File: config.mk
export PLATFORM = sky130hd
export DESIGN_NAME = booth_job_scheduler
export DESIGN_NICKNAME = d
export VERILOG_FILES = /design/src/rtl/booth_sched_pkg.sv /design/src/rtl/rr_arbiter2.sv /design/src/rtl/booth_job_scheduler.sv
export SDC_FILE = /design/constraint.sdc
export NUM_CORES = 1
export LEC_CHECK = 0
export ABC_AREA = 1
export BUFFER_PORTS_ARGS = -buffer_cell sky130_fd_sc_hd__buf_2
export CAP_MARGIN = 30
export CORE_MARGIN = 2
export CORE_UTILIZATION = 40
export CTS_CLUSTER_DIAMETER = 100
export CTS_CLUSTER_SIZE = 40
export DETAILED_ROUTE_END_ITERATION = 6
export HOLD_SLACK_MARGIN = 0.05
export PLACE_DENSITY = 0.69
export REMOVE_ABC_BUFFERS = 1
export SLEW_MARGIN = 0
export SYNTH_ARGS = -nofsm -noshare
export SYNTH_HDL_FRONTEND = slang
export SYNTH_HIERARCHICAL = 1
export SYNTH_SLANG_ARGS = --single-unit
File: constraint.sdc
create_clock -name clk -period 1.35 [get_ports clk]
set_input_delay 0.0675 -clock clk [delete_from_list [all_inputs] [get_ports clk]]
set_output_delay 0.0675 -clock clk [all_outputs]
set_load 0.02 [all_outputs]
File: src/rtl/booth_sched_pkg.sv
// rtl/booth_sched_pkg.sv - shared state encoding and defaults for the booth job scheduler
package booth_sched_pkg;
    localparam int DEF_W       = 6;
    localparam int DEF_TIMEOUT = 15;
    localparam int NREQ        = 2;

    typedef enum logic [2:0] {
        IDLE,
        START,
        SEND_X,
        SEND_Y,
        WAIT,
        READ_LO,
        RESP
    } state_t;
endpackage

File: src/rtl/rr_arbiter2.sv
// rtl/rr_arbiter2.sv - two-way round-robin grant, one-hot output
module rr_arbiter2 (
    input  logic [1:0] req,
    input  logic       last,
    output logic [1:0] gnt
);
    // On contention the requester that was not served last wins.
    always_comb begin
        gnt    = 2'b00;
        gnt[0] = req[0] & (~req[1] | last);
        gnt[1] = req[1] & (~req[0] | ~last);
    end
endmodule

File: src/rtl/booth_job_scheduler.sv
// rtl/booth_job_scheduler.sv - arbitrates two requesters onto a shared booth multiplier
module booth_job_scheduler
    import booth_sched_pkg::*;
#(
    parameter int W       = DEF_W,
    parameter int TIMEOUT = DEF_TIMEOUT
) (
    input  logic              clk,
    input  logic              rst,
    input  logic [NREQ-1:0]   req,
    input  logic [W-1:0]      x0,
    input  logic [W-1:0]      y0,
    input  logic [W-1:0]      x1,
    input  logic [W-1:0]      y1,
    output logic [NREQ-1:0]   ack,
    output logic [2*W-1:0]    product,
    output logic              err,
    output logic              busy,
    output logic              mul_start,
    output logic [W-1:0]      mul_in,
    input  logic              mul_done,
    input  logic [W-1:0]      mul_out
);
    localparam int CW = $clog2(TIMEOUT + 1);

    state_t          state;
    state_t          state_nxt;
    logic            gidx;
    logic            prio;
    logic [CW-1:0]   cnt;
    logic [W-1:0]    hi;
    logic [W-1:0]    lo;
    logic            err_r;
    logic [1:0]      gnt;
    logic            tmo_hit;

    // prio names the requester favoured next; the arbiter wants the last-served one.
    rr_arbiter2 u_arb (
        .req  (req),
        .last (~prio),
        .gnt  (gnt)
    );

    assign tmo_hit = (cnt == CW'(TIMEOUT - 1));

    always_ff @(posedge clk) begin
        if (rst) begin
            state <= IDLE;
            gidx  <= 1'b0;
            prio  <= 1'b0;
            cnt   <= '0;
            hi    <= '0;
            lo    <= '0;
            err_r <= 1'b0;
        end else begin
            state <= state_nxt;
            case (state)
                IDLE:    if (|req) gidx <= gnt[1];
                START: begin
                    err_r <= 1'b0;
                    hi    <= '0;
                    lo    <= '0;
                end
                SEND_Y:  cnt <= '0;
                WAIT: begin
                    if (mul_done) begin
                        hi <= mul_out;
                    end else begin
                        if (cnt != CW'(TIMEOUT)) cnt <= cnt + 1'b1;
                        if (tmo_hit) err_r <= 1'b1;
                    end
                end
                READ_LO: lo <= mul_out;
                RESP:    prio <= ~gidx;
                default: ;
            endcase
        end
    end

    always_comb begin
        state_nxt = state;
        ack       = '0;
        product   = '0;
        err       = 1'b0;
        busy      = (state != IDLE);
        mul_start = 1'b0;
        mul_in    = '0;
        case (state)
            IDLE:    if (|req) state_nxt = START;
            START: begin
                mul_start = 1'b1;
                state_nxt = SEND_X;
            end
            SEND_X: begin
                mul_in    = gidx ? x1 : x0;
                state_nxt = SEND_Y;
            end
            SEND_Y: begin
                mul_in    = gidx ? y1 : y0;
                state_nxt = WAIT;
            end
            WAIT: begin
                if (mul_done)     state_nxt = READ_LO;
                else if (tmo_hit) state_nxt = RESP;
            end
            READ_LO: state_nxt = RESP;
            RESP: begin
                ack[gidx] = 1'b1;
                err       = err_r;
                product   = err_r ? '0 : {hi, lo};
                state_nxt = IDLE;
            end
            default: state_nxt = IDLE;
        endcase
        // Outputs are forced quiet while reset is asserted, even before the edge lands.
        if (rst) begin
            ack       = '0;
            product   = '0;
            err       = 1'b0;
            busy      = 1'b0;
            mul_start = 1'b0;
            mul_in    = '0;
        end
    end
endmodule

Word-level counts from Yosys, hierarchy flattened. Cells that the tools add are included.

Register bits after elaboration: 22. Input bits: 35. Word-level logic and storage cells: 69.

Add/subtract/negate cells: 1. Magnitude comparators: 2. Equal/unequal tests: 14. Multiplexer cells: 29. Bitwise gates (word level): 4. Reduce and logical (&&, ||, !) cells: 12.

Operator list (number): $mux 12 (3); $pmux 6 s2 (3); $mux 6 (4); $pmux 3 s6 (1); $ne 2x2->1 const B (5); $eq 3x3->1 const B (3); $mux 3 (3); $mux 1 (8); $mux 4 (2); $pmux 4 s2 (1); $eq 3x2->1 const B (2); $reduce_and 2->1 (3); $reduce_and 3->1 (2); $reduce_bool 2->1 (3); $add 4x1->4 const B (1); $eq 4x4->1 const B (1); $mux 2 (2); $ne 4x4->1 const B (1); $eq 3x1->1 const B (1); $logic_not 3->1 (1); $ne 3x3->1 const B (1); $reduce_bool 3->1 (1); $lt 1x2->1 const B (1); $not 1->1 (2); 7 further kinds (7).

Depth between registers and ports, before layout.
Depth after elaboration: 6. Mapped depth: 7.

By module. Netlist, hierarchy kept.

Modules (own cells, without submodules): booth_job_scheduler (times used 1, cells an instance 215, area each 1332.5 µm²); rr_arbiter2 (times used 1, cells an instance 4, area each 27.5 µm²).

Worst setup path after synthesis. No wires, ideal clock.

Path kind: reg2out. From: register state[2]. To: output port product[10]. Data arrival time: 1285 ps. Required time: 1283 ps. Slack: -2 ps. Cell stages (with the launch flop): 6. Path through: dfxtp_1 -> nand2_1 -> inv_1 -> nand2_2 -> buf_6 -> nor3b_1.

Cells in the longest elaborated chain, start to end: 3.

RTL lines: start, declared (RTL line booth_job_scheduler.sv:26) `state_t state;`; start signal, assigned (RTL line booth_job_scheduler.sv:56) `state <= state_nxt;`; $eq 3x3->1 (RTL line booth_job_scheduler.sv:88) `case (state)`; $mux 12 (RTL line booth_job_scheduler.sv:88); $mux 12 (RTL line booth_job_scheduler.sv:116) `if (rst) begin`; end, declared (RTL line booth_job_scheduler.sv:16) `output logic [2*W-1:0] product,`.

No other way between the ends.

Worst setup path in the final report.
From: register state[1]. To: output port product[5].

The elaborated chain is that of the path after synthesis.

==> impl_metrics.py <==
metrics = {
    "finish": {
        "final_cell_mix": "nand2_1 (66), buf_2 (36), buf_4 (29)",
        "final_area_um2": 2270,
        "fin_nets": 333,
        "layout_commonest_cell": "nand2_1",
        "drive_gt1_share_pct": 48.6,
        "antennaDiodeCount": 0,
        "synthToLayoutAreaGrowth_pct": 69.2,
    },
    "critical_path": {
        "r2r_start": "state[0]$_SDFFE_PP0P_",
        "cp_data_arrival_time_ns": 1.36,
        "cp_num_buf_inv": 2,
        "crit_path_max_incr_delay_ns": 0.43,
        "crit_path_start_kind": "register",
        "critical_path.top_delay_family": "flip-flops",
        "cp.required_ns": 1.28,
        "crit_chain": "nand2_4 > inv_8 > nand2_8 > nor3b_4 > buf_6",
        "cp_max_fo": 8,
        "end_kind": "output pin",
        "crit_start": "state[1]$_SDFFE_PP0P_",
        "critPathSlowestCell": "dfxtp_4",
        "crit_type": "register to output pin",
    },
    "die": {
        "dieArea_um2": 3840,
        "num_rows": 21,
        "pin_count": 58,
        "fp.dieW_um": 62.0,
        "die_y_um": 62.0,
        "coreArea_um2": 3280,
        "start_util_pct": 40.9,
    },
    "grt": {
        "grt_pass1_vias": 1473,
        "track_usage_pct": 21.1,
        "grt_pass1_wl_um": 6150,
        "grt_remaining_overflow": 0,
        "antenna_found_initial": 0,
        "grt_max_degree": 30,
    },
    "sta": {
        "hold_violations": 0,
        "relSlewSlack_pct": 75.6,
        "fmax_mhz": 701,
        "finalCritPeriodShare_pct": 106,
        "grt_setup_unrepaired": "yes",
        "tightestPinTransition_ns": 0.367,
        "fin_ws_ns": -0.0756,
        "final.setup_skew_ns": 0.0100,
        "min_period_ns": 1.43,
        "setup_violations": 20,
        "holdWs_ns": 0.0929,
        "slew_viol_final": 0,
    },
    "hold_path": {
        "min-delay-path-class": "input port to register",
        "worstHoldStart": "req[0]",
    },
    "routing": {
        "ant_nets": 0,
        "routedWlPerCell_um": 12.8,
        "drc": 0,
        "drt_iter0_markers": 68,
        "first_pass_iters": 4,
        "vias_per_cell": 4.99,
        "vias": 1696,
        "routed_wl_um": 4350,
    },
    "pwr": {
        "vdd_drop_max_mv": 0.531,
        "power_density_nw_per_um2": 714,
        "power_leakage_uw": 0.00100,
    },
    "cts": {
        "cts.path.max_buffers": 2,
        "cts_max_level": 1,
        "cts_buffers": 3,
        "clock-sinks": 22,
        "clockRootBuffer": "clkbuf_4",
        "cts_tree": "yes",
        "path_clk_slew_ns": 0.12,
        "clk_latency_ns": 0.31,
    },
    "placement": {
        "hpwl_um": 2430,
        "place_area_um2": 1680,
        "io_buffers": 57,
        "gp_congestion": 0.832,
    },
    "run_status": {
        "violations": "setup timing",
        "outcome": "finished with violations",
    },
    "synthesis": {
        "synthCells": 216,
        "avgSynthCellArea_um2": 6.22,
        "ys_warn_count": 6,
        "syn-cell-area_um2": 1340,
    },
    "run": {
        "cap_viol_max_count": 0,
    },
}
worst register-to-register path: stages, from the launching register on:
cell	delay [ns]
dfxtp_4	0.40
buf_4	0.16
nor2_2	0.18
nand2_2	0.13
inv_4	0.11
nand2_1	0.07
nand2_1	0.05
nand2_1	0.04
a21oi_1	0.11
area by class of cell:
type | count | area (um^2)
clock buffer | 3 | 22.5
timing repair buffer | 80 | 568
sequential | 22 | 455
multi-input combinational | 175 | 1080
fill | 248 | 1010
inverter | 14 | 90.1
tap | 46 | 57.6
sequential cells by signal (all words and copies together), names as in the netlist:
register	cells
hi	6
gidx	1
state	3
lo	6
cnt	4
err_r	1
prio	1
timing repair:
| action | 4_1_cts | 5_1_grt |
|---|---|---|
| endpoints found under the hold margin | 10 | 0 |
| setup endpoints to repair | 21 | 30 |
| buffers inserted | 9 | 3 |
| resized for setup | 75 | 41 |
| hold buffers | 6 | 0 |
| pin swaps | 9 | 18 |
| cloned | 2 | 1 |
power by group:
part | switching [uW] | internal [uW]
logic | 355 | 251
registers | 43.8 | 677
clock network | 193 | 104
stage by stage:
| stage | std cells | setup WS [ns] | utilization [%] | total power, uW | TNS [ns] |
|---|---|---|---|---|---|
| floorplan | 209 | -0.00478 | - | 958 | -0.00478 |
| global placement | 316 | 0.112 | 51.1 | 1110 | 0 |
| detailed placement | 316 | 0.0726 | 51.1 | 1110 | 0 |
| CTS | 336 | -0.0439 | 64.0 | 1530 | -0.181 |
| global route | 340 | -0.130 | 69.2 | 1710 | -2.52 |
| finish | 340 | -0.0756 | 69.2 | 1620 | -0.792 |
layer usage:
| metal | global-route usage (%) | part of all wire [%] | up-vias |
|---|---|---|---|
| met5 | 0 | 0 | - |
| met2 | 37.2 | 51 | 50 |
| met4 | 5.47 | 0.83 | 0 |
| met1 | 26.5 | 43 | 779 |
| li1 | - | - | 863 |
| met3 | 3.73 | 5.0 | 4 |
worst paths after layout:
path                            slack [ns]  depth (start not counted)                 end
worst max-delay path                 -0.08                          5          product[5]
worst min-delay path                  0.09                          4   gidx$_SDFFE_PP0P_
worst max register to register        0.01                          8  err_r$_SDFFE_PP0P_
worst min register to register        0.47                          2  hi[3]$_SDFFE_PP0P_
(Power assumes the default switching activity.)
